File: src/rtl/cluster_pkg.sv
// Shared defaults and types for the cluster merge pipeline.
// The optional discard counter is enabled with CLUSTER_MERGE_OVF_CNT_EN.
package cluster_pkg;

  localparam int MXADRBITS_DEF = 11;
  localparam int MXCNTBITS_DEF = 3;

  // An all-ones address marks an empty slot; it sorts after every real cluster.
  localparam logic [MXADRBITS_DEF-1:0] SENTINEL = '1;

  typedef struct packed {
    logic [MXADRBITS_DEF-1:0] adr;
    logic [MXCNTBITS_DEF-1:0] cnt;
  } cluster_t;

endpackage

File: src/rtl/cluster_cmp_swap.sv
// One registered compare-exchange: the smaller address leaves on lo, ties keep a on lo.
module cluster_cmp_swap
  import cluster_pkg::*;
#(
  parameter int MXADRBITS = MXADRBITS_DEF,
  parameter int MXCNTBITS = MXCNTBITS_DEF
) (
  input  logic                 clock,
  input  logic                 reset_n,
  input  logic [MXADRBITS-1:0] adr_a_i,
  input  logic [MXCNTBITS-1:0] cnt_a_i,
  input  logic [MXADRBITS-1:0] adr_b_i,
  input  logic [MXCNTBITS-1:0] cnt_b_i,
  output logic [MXADRBITS-1:0] adr_lo_o,
  output logic [MXCNTBITS-1:0] cnt_lo_o,
  output logic [MXADRBITS-1:0] adr_hi_o,
  output logic [MXCNTBITS-1:0] cnt_hi_o
);

  logic                 swap;
  logic [MXADRBITS-1:0] adr_lo_d, adr_lo_q, adr_hi_d, adr_hi_q;
  logic [MXCNTBITS-1:0] cnt_lo_d, cnt_lo_q, cnt_hi_d, cnt_hi_q;

  assign swap = (adr_a_i > adr_b_i);

  always_comb begin
    adr_lo_d = adr_a_i;
    cnt_lo_d = cnt_a_i;
    adr_hi_d = adr_b_i;
    cnt_hi_d = cnt_b_i;
    if (swap) begin
      adr_lo_d = adr_b_i;
      cnt_lo_d = cnt_b_i;
      adr_hi_d = adr_a_i;
      cnt_hi_d = cnt_a_i;
    end
  end

  always_ff @(posedge clock or negedge reset_n) begin
    if (!reset_n) begin
      adr_lo_q <= '1;
      cnt_lo_q <= '0;
      adr_hi_q <= '1;
      cnt_hi_q <= '0;
    end else begin
      adr_lo_q <= adr_lo_d;
      cnt_lo_q <= cnt_lo_d;
      adr_hi_q <= adr_hi_d;
      cnt_hi_q <= cnt_hi_d;
    end
  end

  assign adr_lo_o = adr_lo_q;
  assign cnt_lo_o = cnt_lo_q;
  assign adr_hi_o = adr_hi_q;
  assign cnt_hi_o = cnt_hi_q;

endmodule

File: src/rtl/cluster_merge_pipe.sv
// Pipelined Batcher odd-even merge of two sorted cluster lists, keeping the lowest N.
// Define CLUSTER_MERGE_OVF_CNT_EN to build the saturating discarded-cluster counter.
module cluster_merge_pipe
  import cluster_pkg::*;
#(
  parameter int MXADRBITS  = MXADRBITS_DEF,
  parameter int MXCNTBITS  = MXCNTBITS_DEF,
  parameter int MXCLUSTERS = 8,
  parameter int MXPASSBITS = 3
) (
  input  logic                              clock,
  input  logic                              reset_n,
  input  logic                              valid_in,
  input  logic [MXPASSBITS-1:0]             pass_in,
  input  logic [2*MXCLUSTERS*MXADRBITS-1:0] adr_in,
  input  logic [2*MXCLUSTERS*MXCNTBITS-1:0] cnt_in,
  output logic                              valid_out,
  output logic [MXPASSBITS-1:0]             pass_out,
  output logic [MXCLUSTERS*MXADRBITS-1:0]   adr_out,
  output logic [MXCLUSTERS*MXCNTBITS-1:0]   cnt_out,
  output logic                              overflow_o,
  input  logic                              ovf_clr,
  output logic [15:0]                       ovf_cnt_o
);

  localparam int N  = MXCLUSTERS;
  localparam int S  = $clog2(2 * N);
  localparam int CW = $clog2(N + 1);
  localparam logic [MXADRBITS-1:0] EMPTY = '1;

  // Handshake: a word is taken on every clock edge where valid_in is high and
  // appears S edges later with valid_out high; there is no ready and no stall.
  logic [MXADRBITS-1:0]  adr_st [S+1][2*N];
  logic [MXCNTBITS-1:0]  cnt_st [S+1][2*N];
  logic [S-1:0]          vld_q;
  logic [MXPASSBITS-1:0] pass_q [S];
  logic [CW-1:0]         ndisc;

  for (genvar i = 0; i < 2 * N; i++) begin : g_in
    assign adr_st[0][i] = adr_in[i*MXADRBITS +: MXADRBITS];
    assign cnt_st[0][i] = cnt_in[i*MXCNTBITS +: MXCNTBITS];
  end

  for (genvar k = 0; k < S; k++) begin : g_stage
    localparam int D = N >> k;
    for (genvar i = 0; i < 2 * N; i++) begin : g_slot
      localparam bit LO = (k == 0) ? (i < N) : (((i / D) % 2 == 1) && (i + D < 2 * N));
      localparam bit HI = (k == 0) ? (i >= N) : (((i / D) >= 2) && ((i / D) % 2 == 0));
      if (LO) begin : g_cx
        cluster_cmp_swap #(
          .MXADRBITS(MXADRBITS),
          .MXCNTBITS(MXCNTBITS)
        ) u_cx (
          .clock   (clock),
          .reset_n (reset_n),
          .adr_a_i (adr_st[k][i]),
          .cnt_a_i (cnt_st[k][i]),
          .adr_b_i (adr_st[k][i+D]),
          .cnt_b_i (cnt_st[k][i+D]),
          .adr_lo_o(adr_st[k+1][i]),
          .cnt_lo_o(cnt_st[k+1][i]),
          .adr_hi_o(adr_st[k+1][i+D]),
          .cnt_hi_o(cnt_st[k+1][i+D])
        );
      end else if (!HI) begin : g_pass
        logic [MXADRBITS-1:0] adr_q;
        logic [MXCNTBITS-1:0] cnt_q;
        always_ff @(posedge clock or negedge reset_n) begin
          if (!reset_n) begin
            adr_q <= '1;
            cnt_q <= '0;
          end else begin
            adr_q <= adr_st[k][i];
            cnt_q <= cnt_st[k][i];
          end
        end
        assign adr_st[k+1][i] = adr_q;
        assign cnt_st[k+1][i] = cnt_q;
      end
    end
  end

  always_ff @(posedge clock or negedge reset_n) begin
    if (!reset_n) begin
      vld_q <= '0;
      for (int j = 0; j < S; j++) pass_q[j] <= '0;
    end else begin
      vld_q     <= {vld_q[S-2:0], valid_in};
      pass_q[0] <= pass_in;
      for (int j = 1; j < S; j++) pass_q[j] <= pass_q[j-1];
    end
  end

  for (genvar i = 0; i < N; i++) begin : g_out
    assign adr_out[i*MXADRBITS +: MXADRBITS] = adr_st[S][i];
    assign cnt_out[i*MXCNTBITS +: MXCNTBITS] = cnt_st[S][i];
  end

  assign valid_out = vld_q[S-1];
  assign pass_out  = pass_q[S-1];

  // Real clusters that sorted into the upper half are lost from this word.
  always_comb begin
    ndisc = '0;
    for (int i = N; i < 2 * N; i++) begin
      if (adr_st[S][i] != EMPTY) ndisc = ndisc + CW'(1);
    end
  end

  assign overflow_o = vld_q[S-1] && (ndisc != '0);

`ifdef CLUSTER_MERGE_OVF_CNT_EN
  logic [15:0] ovf_cnt_d, ovf_cnt_q;
  logic [16:0] ovf_sum;

  always_comb begin
    ovf_sum   = {1'b0, ovf_cnt_q} + 17'(ndisc);
    ovf_cnt_d = ovf_cnt_q;
    if (ovf_clr) begin
      ovf_cnt_d = '0;
    end else if (vld_q[S-1]) begin
      ovf_cnt_d = ovf_sum[16] ? 16'hFFFF : ovf_sum[15:0];
    end
  end

  always_ff @(posedge clock or negedge reset_n) begin
    if (!reset_n) ovf_cnt_q <= '0;
    else          ovf_cnt_q <= ovf_cnt_d;
  end

  assign ovf_cnt_o = ovf_cnt_q;
`else
  logic unused_ovf_clr;
  assign unused_ovf_clr = ovf_clr;
  assign ovf_cnt_o      = '0;
`endif

endmodule

File: config.mk
export PLATFORM = sky130hd
export DESIGN_NAME = cluster_merge_pipe
export DESIGN_NICKNAME = d
export VERILOG_FILES = /design/src/rtl/cluster_pkg.sv /design/src/rtl/cluster_cmp_swap.sv /design/src/rtl/cluster_merge_pipe.sv
export SDC_FILE = /design/constraint.sdc
export NUM_CORES = 1
export LEC_CHECK = 0
export BUFFER_PORTS_ARGS = -buffer_cell sky130_fd_sc_hd__buf_2
export CAP_MARGIN = 5
export CORE_UTILIZATION = 35
export CTS_BUF_LIST = sky130_fd_sc_hd__clkbuf_2 sky130_fd_sc_hd__clkbuf_4 sky130_fd_sc_hd__clkbuf_8
export CTS_CLUSTER_DIAMETER = 150
export DETAILED_ROUTE_END_ITERATION = 10
export PLACE_DENSITY = 0.56
export SLEW_MARGIN = 0
export SYNTH_ARGS = -nofsm -noshare
export SYNTH_HDL_FRONTEND = slang
export SYNTH_HIERARCHICAL = 1
export SYNTH_SLANG_ARGS = --single-unit
File: constraint.sdc
create_clock -name clock -period 7.88 [get_ports clock]
set_clock_uncertainty 0.2 [all_clocks]
set_input_delay 1.576 -clock clock [delete_from_list [all_inputs] [get_ports clock]]
set_output_delay 1.576 -clock clock [all_outputs]
set_load 0.1 [all_outputs]
---- Yosys cells after proc, flatten, opt, wreduce, memory -nomap -nowiden ----
Cells that the tools add are included.
storage, ports and cells
  bits of input ports ..................... 231
  flip-flop bits (word level) ............. 837
  output and inout port bits .............. 133
operators by class
  reductions and logical operators ........ 2
  equality and inequality tests ........... 8
  $lt $le $gt $ge ......................... 25
  $add $sub $neg .......................... 7
  multiplexer cells ....................... 90
operators with widths
  kind                                                            number
  11-bit 2-to-1 mux                                               50
  11-bit > comparator                                             25
  3-bit 2-to-1 mux                                                32
  11-bit != test (second input constant)                          8
  4-bit 2-to-1 mux                                                7
  4-bit by 1-bit adder with 4-bit output (second input constant)  6
  4-bit nonzero test                                              1
  1-bit by 1-bit adder with 2-bit output (second input constant)  1
  1-bit logical AND                                               1
  1-bit 2-to-1 mux                                                1

---- Depth between registers and ports, before layout ----
Gate-level depths: netlist of the first run.
  depth in word-level cells ............... 18
  gate-level depth with buffers ........... 24
  gate-level depth less buffers ........... 24

---- Hierarchy ----
The synthesis of the first run kept the hierarchy.
by module, submodules not included
  module              times used  sequential area each (µm²)  cells each  area an instance (µm²)
  cluster_cmp_swap    25          728.2                       99          1450.1
  cluster_merge_pipe  1           5272.6                      328         6324.8

---- Worst setup path before layout of the first run ----
No wires, ideal clock.
  path kind ............................... reg-to-output
  start ................................... register g_stage[3].g_slot[7].g_cx.u_cx.adr_hi_q[6]
  end ..................................... output port overflow_o
  buffers on the path ..................... 0
  stages on the path, launching flop included .. 25
  data arrival time ....................... 5.016 ns
  setup slack ............................. 1.088 ns
  cells stage by stage .................... dfstp_2 -> nand4_1 -> nor2_1 -> and4_1 -> inv_1 -> ha_1 -> nand4b_1 -> or3_1 -> and2_2 -> ha_1 -> o31a_1 -> a21o_1 -> ha_1 -> nor2_1 -> nor2_1 -> ha_1 -> nand2b_1 -> nand2_1 -> ha_1 -> nor2_1 -> a31oi_2 -> ha_1 -> xnor2_1 -> a21oi_1 -> o31a_1
on the way
  cells in the longest elaborated chain, start to end .. 18
ends and longest elaborated chain
  item                                    line                       source
  start: declaration                      cluster_cmp_swap.sv:21     logic [MXADRBITS-1:0] adr_lo_d, adr_lo_q, adr_hi_d, adr_hi_q;
  start signal: assignment                cluster_cmp_swap.sv:48     adr_hi_q <= adr_hi_d;
  11-bit != test (*)                      cluster_merge_pipe.sv:106  if (adr_st[S][i] != EMPTY) ndisc = ndisc + CW'(1);
  1-bit 2-to-1 mux (*)                    cluster_merge_pipe.sv:106
  1-bit by 1-bit adder with 2-bit output  cluster_merge_pipe.sv:106
  4-bit 2-to-1 mux (*)                    cluster_merge_pipe.sv:106
  4-bit by 1-bit adder with 4-bit output  cluster_merge_pipe.sv:106
  4-bit 2-to-1 mux (*)                    cluster_merge_pipe.sv:106
  4-bit by 1-bit adder with 4-bit output  cluster_merge_pipe.sv:106
  4-bit 2-to-1 mux (*)                    cluster_merge_pipe.sv:106
  (+2 left out)                           n/a
  4-bit by 1-bit adder with 4-bit output  cluster_merge_pipe.sv:106
  4-bit 2-to-1 mux (*)                    cluster_merge_pipe.sv:106
  4-bit by 1-bit adder with 4-bit output  cluster_merge_pipe.sv:106
  4-bit 2-to-1 mux (*)                    cluster_merge_pipe.sv:106
  4-bit by 1-bit adder with 4-bit output  cluster_merge_pipe.sv:106
  4-bit 2-to-1 mux (*)                    cluster_merge_pipe.sv:106
  4-bit nonzero test (*)                  cluster_merge_pipe.sv:110  assign overflow_o = vld_q[S-1] && (ndisc != '0);
  1-bit logical AND (*)                   cluster_merge_pipe.sv:110
  end: declaration                        cluster_merge_pipe.sv:21   output logic overflow_o,
Every way passes the cells marked *; elsewhere a longest branch is shown, timed or not.

---- Final worst setup path of the first run ----
  start ................................... register g_stage[3].g_slot[7].g_cx.u_cx.adr_hi_q[5]
  end ..................................... output port overflow_o
Same word-level chain as after synthesis.

==> results.json, run 1 <==
{
  "drtIter0Drc": 908,
  "overflow": 0,
  "hold_buffers": 0,
  "cts_buffers": 143,
  "reg2regPathDepth": 7,
  "min_path_cells": 0,
  "grt_util_met3": 0.0384,
  "outcome": "finished, final reports clean",
  "setup_violations": 0,
  "whs_ps": 131,
  "final_area_um2": 45700,
  "regToRegStartpoint": "g_stage[1].g_slot[4].g_cx.u_cx/adr_lo_o[6]",
  "critPathLaunch": "g_stage[3].g_slot[7].g_cx.u_cx/adr_hi_o[5]",
  "rows": 123,
  "gp_congestion": 0.818,
  "total_power_mw": 18.8,
  "vias": 21479,
  "start_kind": "flop",
  "p_per_area_nw_per_um2": 411,
  "core-area_um2": 113000,
  "ys_warn_count": 6,
  "drv_slew": 0,
  "cp-end-kind": "output port",
  "clock-sinks": 837,
  "syn-cell-area_um2": 40200,
  "grt_pass1_vias": 22401,
  "busiest_layer": "met2",
  "placed_area_um2": 42400,
  "n_fill_cell": 10600,
  "required_ps": 6100,
  "maxSlewHeadroom": 0.262,
  "worst_pin_slew_ps": 1110,
  "dr.pass1.iters": 4,
  "port-buffer-count": 346,
  "max_freq_mhz": 131,
  "hp-class": "flop to flop",
  "critical_path_class": "flop to output port",
  "use_met2": 0.248,
  "clock_latency_ps": 780,
  "die_area_um2": 116000,
  "period_minus_slack_ps": 7640,
  "grt_use_total": 0.165,
  "grt_use_met1": 0.232,
  "cp_top_family": "simple AND/OR/NAND/NOR gates",
  "dpl.hpwl_mm": 73.7,
  "syn_area_per_cell_um2": 15.0,
  "route.detailed.drc": 0,
  "crit_buf_inv": 2,
  "clockRootBuffer": "clkbuf_8",
  "peakVddDrop_mv": 0.463,
  "totalWireLength_mm": 94.8,
  "synth_cells": 2683,
  "cp_slowest_cell": "dfstp_2",
  "vias_per_cell": 4.55,
  "start_util": 0.355,
  "io_pins": 364,
  "pre_cts_ws_ps": 660,
  "grt_max_degree": 166,
  "min_period_over_period": 0.969,
  "post_drt_wl_per_cell_um": 20.1,
  "cts_tree": "built",
  "die_y_um": 341,
  "layout.cells.non_filler": 4719,
  "ant_nets": 0,
  "grt_first_pass_wirelength_mm": 140,
  "dp.cells": 4446,
  "area_delta_synth_final_pct": 13.8,
  "hold_start": "g_stage[0].g_slot[4].g_cx.u_cx/adr_hi_o[3]",
  "die_w_um": 341,
  "drv_cap": 0,
  "leakage_nw": 21.7,
  "worst-path-stages": 25,
  "antenna_found_initial": 20,
  "drive_gt1_frac": 0.631,
  "worst_slack_ps": 241,
  "path_max_fanout": 2,
  "cts_buffer_depth": 3,
  "clk_pin_slew_ps": 70,
  "critPathMaxStageDelay_ps": 530,
  "htreeDepth": 4,
  "hold_viol_final": 0,
  "critical_path_arrival_ps": 5860,
  "nets": 3609
}
-- final timing paths --
kind                                                         endpoint  slack, ps
hold reg to reg                 g_stage[1].g_slot[12].g_pass.adr_q[3]        130
setup reg to reg           g_stage[2].g_slot[2].g_cx.u_cx/cnt_hi_o[2]       4780
setup / recovery                                           overflow_o        240
min in group asynchronous        g_stage[1].g_slot[1].g_pass.cnt_q[2]        660
hold / removal                  g_stage[1].g_slot[12].g_pass.adr_q[3]        130
max in group asynchronous  g_stage[0].g_slot[7].g_cx.u_cx/adr_lo_o[5]       5080
-- cells in the final DEF, fill, tap and decap left out, types with 31 or more instances in the layout --
master and instances:
buf_2 344, clkbuf_8 175, ha_1 278, mux2_4 465, inv_1 277, a21oi_1 76
nor2_1 31, clkbuf_4 38, dfrtp_1 133, mux2_2 182, dfstp_2 704, nand2_1 79
nand3_1 80
-- cell type report --
cell class / instances / area (um^2) / share of cell area
Multi-Input combinational cell: 1476 / 15900 / 0.347
Clock buffer: 213 / 2690 / 0.0589
Timing Repair Buffer: 361 / 1910 / 0.0417
Antenna cell: 6 / 15.0 / 0.000328
Sequential cell: 837 / 21800 / 0.477
Clock inverter: 49 / 497 / 0.0109
Tap cell: 1500 / 1880 / 0.0410
Inverter: 277 / 1040 / 0.0227
-- per-layer routing --
layer | wire [um] | vias to the layer above | share of wire
li1 | - | 10111 | -
met3 | 4880 | 147 | 0.051
met4 | 2240 | 18 | 0.024
met2 | 41700 | 470 | 0.44
met5 | 109 | - | 0.0011
met1 | 45900 | 10733 | 0.48
-- power breakdown --
group	switching (mW)	internal (mW)
sequential	0.828	6.26
clock	1.80	2.47
combinational	4.45	3.01
total	7.08	11.7
-- worst reg2reg max path, stage by stage (launching register included) --
cell and delay (ps):
dfstp_2 580, inv_1 60, ha_1 280, a211oi_1 210
o21ai_1 90, or3b_1 190, a32o_2 810, mux2_2 500
-- sequential cells by signal (all words and copies together) (netlist names) --
name	count
g_stage.g_slot.g_cx.u_cx/adr_hi_o	275
g_stage.g_slot.g_cx.u_cx/adr_lo_o	275
g_stage.g_slot.g_pass.adr_q	154
g_stage.g_slot.g_cx.u_cx/cnt_lo_o	60
g_stage.g_slot.g_cx.u_cx/cnt_hi_o	36
g_stage.g_slot.g_pass.cnt_q	21
pass_q	9
vld_q	4
pass_out	3
-- metrics by stage --
step / utilization / TNS (ps)
after CTS: 0.404 / 0
final: 0.404 / 0
after global placement: 0.375 / 0
after floorplan: - / 0
after detailed placement: 0.375 / 0
after global routing: 0.404 / -34.8
-- repair_timing --
| item | CTS | global route |
|---|---|---|
| resized for setup | 7 | 8 |
| pin swaps | 1 | 10 |
| buffers inserted | 1 | 4 |
| endpoints found under the setup margin | 1 | 1 |
(Power assumes the default switching activity.)
==> inputs of run 2 (changes only) <==
Settings changed: CORE_MARGIN set to 2.
Clock period 7.88 ns to 8.16 ns, I/O delays scaled along.
==> run 2 against run 1 <==
Sequential share of layout area barely moved. Combinational power fell by 3.8%. Register-to-register slack improved by 380 ps. Critical path depth did not move. Largest cell class unchanged. Critical path type unchanged. Largest power group unchanged. Non-clock buffer count fell by 6. Count of clock-buffer cells in the layout rose by 14.
==> results.json, run 2 (synthesis results as in run 1) <==
{
  "clk_pin_slew_ps": 60,
  "min_period_over_period": 0.952,
  "gp_congestion": 0.852,
  "clock_latency_ps": 820,
  "n_fill_cell": 10541,
  "drv_cap": 0,
  "worst_pin_slew_ps": 1110,
  "post_drt_wl_per_cell_um": 19.9,
  "route.detailed.drc": 0,
  "setup_violations": 0,
  "antenna_found_initial": 23,
  "grt_setup_unrepaired": "no",
  "worst-path-stages": 25,
  "hold_viol_final": 0,
  "critPathLaunch": "g_stage[3].g_slot[7].g_cx.u_cx/adr_hi_o[1]",
  "drtIter0Drc": 1000,
  "period_minus_slack_ps": 7760,
  "dp.cells": 4457,
  "cp-end-kind": "output port",
  "grt_pass1_vias": 22204,
  "p_switching_mw": 6.78,
  "vias": 21355,
  "total_power_mw": 18.2,
  "required_ps": 6330,
  "rr_endpoint": "g_stage[1].g_slot[4].g_cx.u_cx/cnt_hi_o[2]",
  "setup_tns_ps": 0,
  "leakage_nw": 21.8,
  "critPathMaxStageDelay_ps": 510,
  "overflow": 0,
  "max_freq_mhz": 129,
  "outcome": "finished, final reports clean",
  "dpl.hpwl_mm": 74.0,
  "p_per_area_nw_per_um2": 397,
  "drv_slew": 0,
  "start_util": 0.352,
  "io_pins": 364,
  "cts_setup_buffers": 0,
  "cp_top_family": "simple AND/OR/NAND/NOR gates",
  "cts_buffer_depth": 3,
  "wl_met1_mm": 45.0,
  "core-area_um2": 114000,
  "cp_slowest_cell": "dfstp_2",
  "wl_met3_mm": 4.11,
  "port-buffer-count": 346,
  "drive_gt1_frac": 0.629,
  "path_max_fanout": 3,
  "whs_ps": 140,
  "nets": 3605,
  "swShare": 0.373,
  "grt_max_degree": 187,
  "crit_buf_inv": 2,
  "crit_end": "overflow_o",
  "seqPwrFrac": 0.374,
  "maxSlewHeadroom": 0.262,
  "vias_per_cell": 4.51,
  "area_delta_synth_final_pct": 13.9,
  "totalWireLength_mm": 94.3,
  "die_y_um": 343,
  "die_area_um2": 118000,
  "cts_tree": "built",
  "grt_use_total": 0.162,
  "rows": 124,
  "htreeDepth": 4,
  "reg2reg_slack_ps": 5160,
  "critical_path_arrival_ps": 5930,
  "hold_start": "vld_q[0]",
  "p_int_mw": 11.4,
  "regToRegStartpoint": "g_stage[0].g_slot[0].g_cx.u_cx/adr_hi_o[6]",
  "met2_length_mm": 42.7,
  "start_kind": "flop",
  "clock-sinks": 837,
  "critical_path_class": "flop to output port",
  "hp-class": "flop to flop",
  "final_core_util": 0.402,
  "die_w_um": 343,
  "top_layer_used": "met5",
  "power_frac_comb": 0.395,
  "clkPwrFrac": 0.231,
  "dr.pass1.iters": 5,
  "grt_first_pass_wirelength_mm": 140,
  "ff_latch_area_um2": 21800,
  "final_cell_mix": "704 x dfstp_2, 465 x mux2_4, 344 x buf_2",
  "cpMostUsedCell": "ha_1",
  "cts_buffers": 145,
  "final_common_cell": "dfstp_2",
  "reg2regPathDepth": 7,
  "clockRootBuffer": "clkbuf_8",
  "peakVddDrop_mv": 0.425,
  "ant_nets": 0,
  "layout.cells.non_filler": 4730,
  "multi_input_area_um2": 15900
}
[run 2: routing by layer]
layer	GRT usage	vias to the layer above
li1	-	10097
met1	0.226	10648
met2	0.252	428
met3	0.0336	166
met4	0.0534	16
met5	0	-
[run 2: repair_timing]
action	CTS	global route
hold buffers	0	0
resized for setup	0	7
endpoints found under the setup margin	0	1
[run 2: layout make-up]
class / instances / area share
Tap cell: 1512 / 0.0413
Clock buffer: 227 / 0.0630
Timing Repair Buffer: 355 / 0.0407
Sequential cell: 837 / 0.477
Multi-Input combinational cell: 1476 / 0.346
Antenna cell: 9 / 0.000492
Inverter: 277 / 0.0227
Clock inverter: 37 / 0.00877
[run 2: worst min-delay path by stage]
stage	to	cells past startpoint	slack (ps)
after floorplan	g_stage[1].g_slot[0].g_pass.cnt_q[0]	0	130
after global placement	pass_out[0]	0	130
after detailed placement	g_stage[1].g_slot[3].g_pass.cnt_q[1]	0	130
after CTS	vld_q[1]	0	130
after global routing	vld_q[1]	0	130
final	vld_q[1]	0	140
[run 2: worst register-to-register path: stages (launching register included)]
cell and delay, ps:
dfstp_2 560, inv_1 50, ha_1 290, a211oi_1 200, o21ai_1 90, or3b_1 190
a32o_2 770, mux2_2 510
[run 2: stage by stage]
stage / cell area [um^2] / setup WS [ps]
2_1_floorplan: 40200 / 1310
3_3_place_gp: 42500 / 1100
3_5_place_dp: 42500 / 1050
4_1_cts: 45700 / 98.4
5_1_grt: 45800 / 0.346
6_report: 45800 / 396
[run 2: power groups by stage]
stage                     clock network, mW  logic, mW  registers, mW
after floorplan                           0       4.58           8.45
after global placement                    0       7.18           6.87
after detailed placement                  0       7.21           6.89
after CTS                              4.35       7.24           6.84
after global routing                   4.54       7.66           6.96
final                                  4.21       7.18           6.81
==> inputs of run 3 (changes only) <==
Settings changed: PLACE_DENSITY 0.56 to 0.55.
==> run 3 against run 2 <==
Count of clock-buffer cells in the layout decreased by 11. Setup slack lost 31 ps. Clock power is essentially flat. Core utilization about the same. Combinational power is essentially flat. Highest routed layer unchanged. Largest power group unchanged. Total power rose by 0.15%. Flip-flop and latch count unchanged. Fmax is 0.39% lower.
==> results.json, run 3 (synthesis results as in run 1) <==
{
  "outcome": "finished, final reports clean",
  "nets": 3602,
  "start_kind": "flop",
  "multi_input_area_um2": 15900,
  "drv_cap": 0,
  "die_y_um": 343,
  "regToRegStartpoint": "g_stage[1].g_slot[4].g_cx.u_cx/adr_lo_o[6]",
  "crit_end": "overflow_o",
  "period_minus_slack_ps": 7790,
  "cpMostUsedCell": "ha_1",
  "peakVddDrop_mv": 0.436,
  "cts_buffers": 143,
  "busiest_layer": "met2",
  "area_delta_synth_final_pct": 13.9,
  "setup_tns_ps": 0,
  "drtIter0Drc": 960,
  "rr_endpoint": "g_stage[2].g_slot[2].g_cx.u_cx/cnt_hi_o[2]",
  "use_met2": 0.245,
  "antenna_found_initial": 27,
  "clk_pin_slew_ps": 70,
  "crit_buf_inv": 2,
  "seqPwrFrac": 0.376,
  "clockRootBuffer": "clkbuf_8",
  "core-area_um2": 114000,
  "rows": 124,
  "p_per_area_nw_per_um2": 398,
  "dr.pass1.iters": 5,
  "die_area_um2": 118000,
  "critPathMaxStageDelay_ps": 510,
  "worst_pin_slew_ps": 1060,
  "setup_violations": 0,
  "vias_per_cell": 4.54,
  "grt_setup_unrepaired": "no",
  "n_fill_cell": 10703,
  "port-buffer-count": 346,
  "clkPwrFrac": 0.231,
  "grt_util_met3": 0.0374,
  "maxSlewHeadroom": 0.293,
  "dpl.hpwl_mm": 73.6,
  "drv_slew": 0,
  "critical_path_arrival_ps": 5960,
  "cts_tree": "built",
  "pre_cts_ws_ps": 915,
  "hold_viol_final": 0,
  "reg2regPathDepth": 7,
  "final_cell_mix": "704 x dfstp_2, 465 x mux2_4, 344 x buf_2",
  "clock_latency_ps": 790,
  "start_util": 0.352,
  "totalWireLength_mm": 94.9,
  "io_pins": 364,
  "worst-path-stages": 25,
  "vias": 21427,
  "clock-sinks": 837,
  "leakage_nw": 21.7,
  "placed_area_um2": 42500,
  "final_core_util": 0.401,
  "swShare": 0.374,
  "grt_first_pass_wirelength_mm": 141,
  "die_w_um": 343,
  "grt_use_total": 0.163,
  "final_area_um2": 45800,
  "grt_max_degree": 166,
  "cp_top_family": "simple AND/OR/NAND/NOR gates",
  "min_period_over_period": 0.955,
  "reg2reg_slack_ps": 5120,
  "route.detailed.drc": 0,
  "path_max_fanout": 3,
  "power_frac_comb": 0.393,
  "max_freq_mhz": 128,
  "cp_slowest_cell": "dfstp_2",
  "hp-class": "flop to flop",
  "drive_gt1_frac": 0.628,
  "post_drt_wl_per_cell_um": 20.1,
  "required_ps": 6330,
  "overflow": 0,
  "worst_slack_ps": 365,
  "p_switching_mw": 6.82,
  "final_common_cell": "dfstp_2",
  "htreeDepth": 4,
  "grt_pass1_vias": 22287,
  "gp_congestion": 0.834,
  "critPathLaunch": "g_stage[3].g_slot[7].g_cx.u_cx/adr_hi_o[6]",
  "critical_path_class": "flop to output port",
  "ff_latch_area_um2": 21800,
  "cp-end-kind": "output port",
  "ant_nets": 0,
  "p_int_mw": 11.4,
  "cts_buffer_depth": 3,
  "grt_use_met1": 0.236
}
[run 3: per-stage QoR]
stage               hold WS (ps)  power, mW  cells
floorplan                    131       13.0   2698
detailed placement           135       14.1   4455
finish                       128       18.2   4715
global route                 144       19.2   4712
global placement             132       14.1   4455
CTS                          130       18.5   4709
[run 3: power groups by stage]
| stage | sequential, mW | combinational (mW) | clock (mW) |
|---|---|---|---|
| 2_1_floorplan | 8.45 | 4.58 | 0 |
| 3_3_place_gp | 6.92 | 7.16 | 0 |
| 3_5_place_dp | 6.94 | 7.20 | 0 |
| 4_1_cts | 6.89 | 7.23 | 4.35 |
| 5_1_grt | 7.00 | 7.64 | 4.55 |
| 6_report | 6.85 | 7.16 | 4.21 |
[run 3: worst register-to-register path, cell delays in order (launching register included)]
cell and delay, ps:
dfstp_2 590, inv_1 60, ha_1 280, a211oi_1 200, o21ai_1 90, or3b_1 190, a32o_2 800, mux2_2 490
[run 3: worst min-delay path by stage]
stage                                                  to                                   startpoint  cells past startpoint
CTS                  g_stage[2].g_slot[0].g_pass.adr_q[2]         g_stage[1].g_slot[0].g_pass.adr_q[2]                      0
global route         g_stage[1].g_slot[1].g_pass.cnt_q[0]   g_stage[0].g_slot[1].g_cx.u_cx/cnt_lo_o[0]                      0
floorplan            g_stage[1].g_slot[0].g_pass.cnt_q[0]   g_stage[0].g_slot[0].g_cx.u_cx/cnt_lo_o[0]                      0
detailed placement   g_stage[1].g_slot[0].g_pass.cnt_q[2]   g_stage[0].g_slot[0].g_cx.u_cx/cnt_lo_o[2]                      0
global placement     g_stage[1].g_slot[2].g_pass.cnt_q[0]   g_stage[0].g_slot[2].g_cx.u_cx/cnt_lo_o[0]                      0
finish              g_stage[1].g_slot[3].g_pass.adr_q[10]  g_stage[0].g_slot[3].g_cx.u_cx/adr_lo_o[10]                      0
[run 3: cell type report]
class	instances	share of cell area
sequential	837	0.477
antenna	5	0.000273
tap	1512	0.0413
timing repair buffer	354	0.0411
clock buffer	216	0.0600
multi-input combinational	1476	0.346
clock inverter	38	0.0110
inverter	277	0.0227
[run 3: metal layers]
metal,vias to the layer above,wire length (um)
li1,10084,-
met1,10692,46700
met2,472,41300
met3,155,4990
met4,24,1740
met5,-,141
[run 3: timing repair]
item / CTS / global route
setup buffers: 0 / 1
setup endpoints to repair: 0 / 1
hold buffers: 0 / 0
endpoints found under the hold margin: 0 / 0
gates resized for setup: 0 / 9
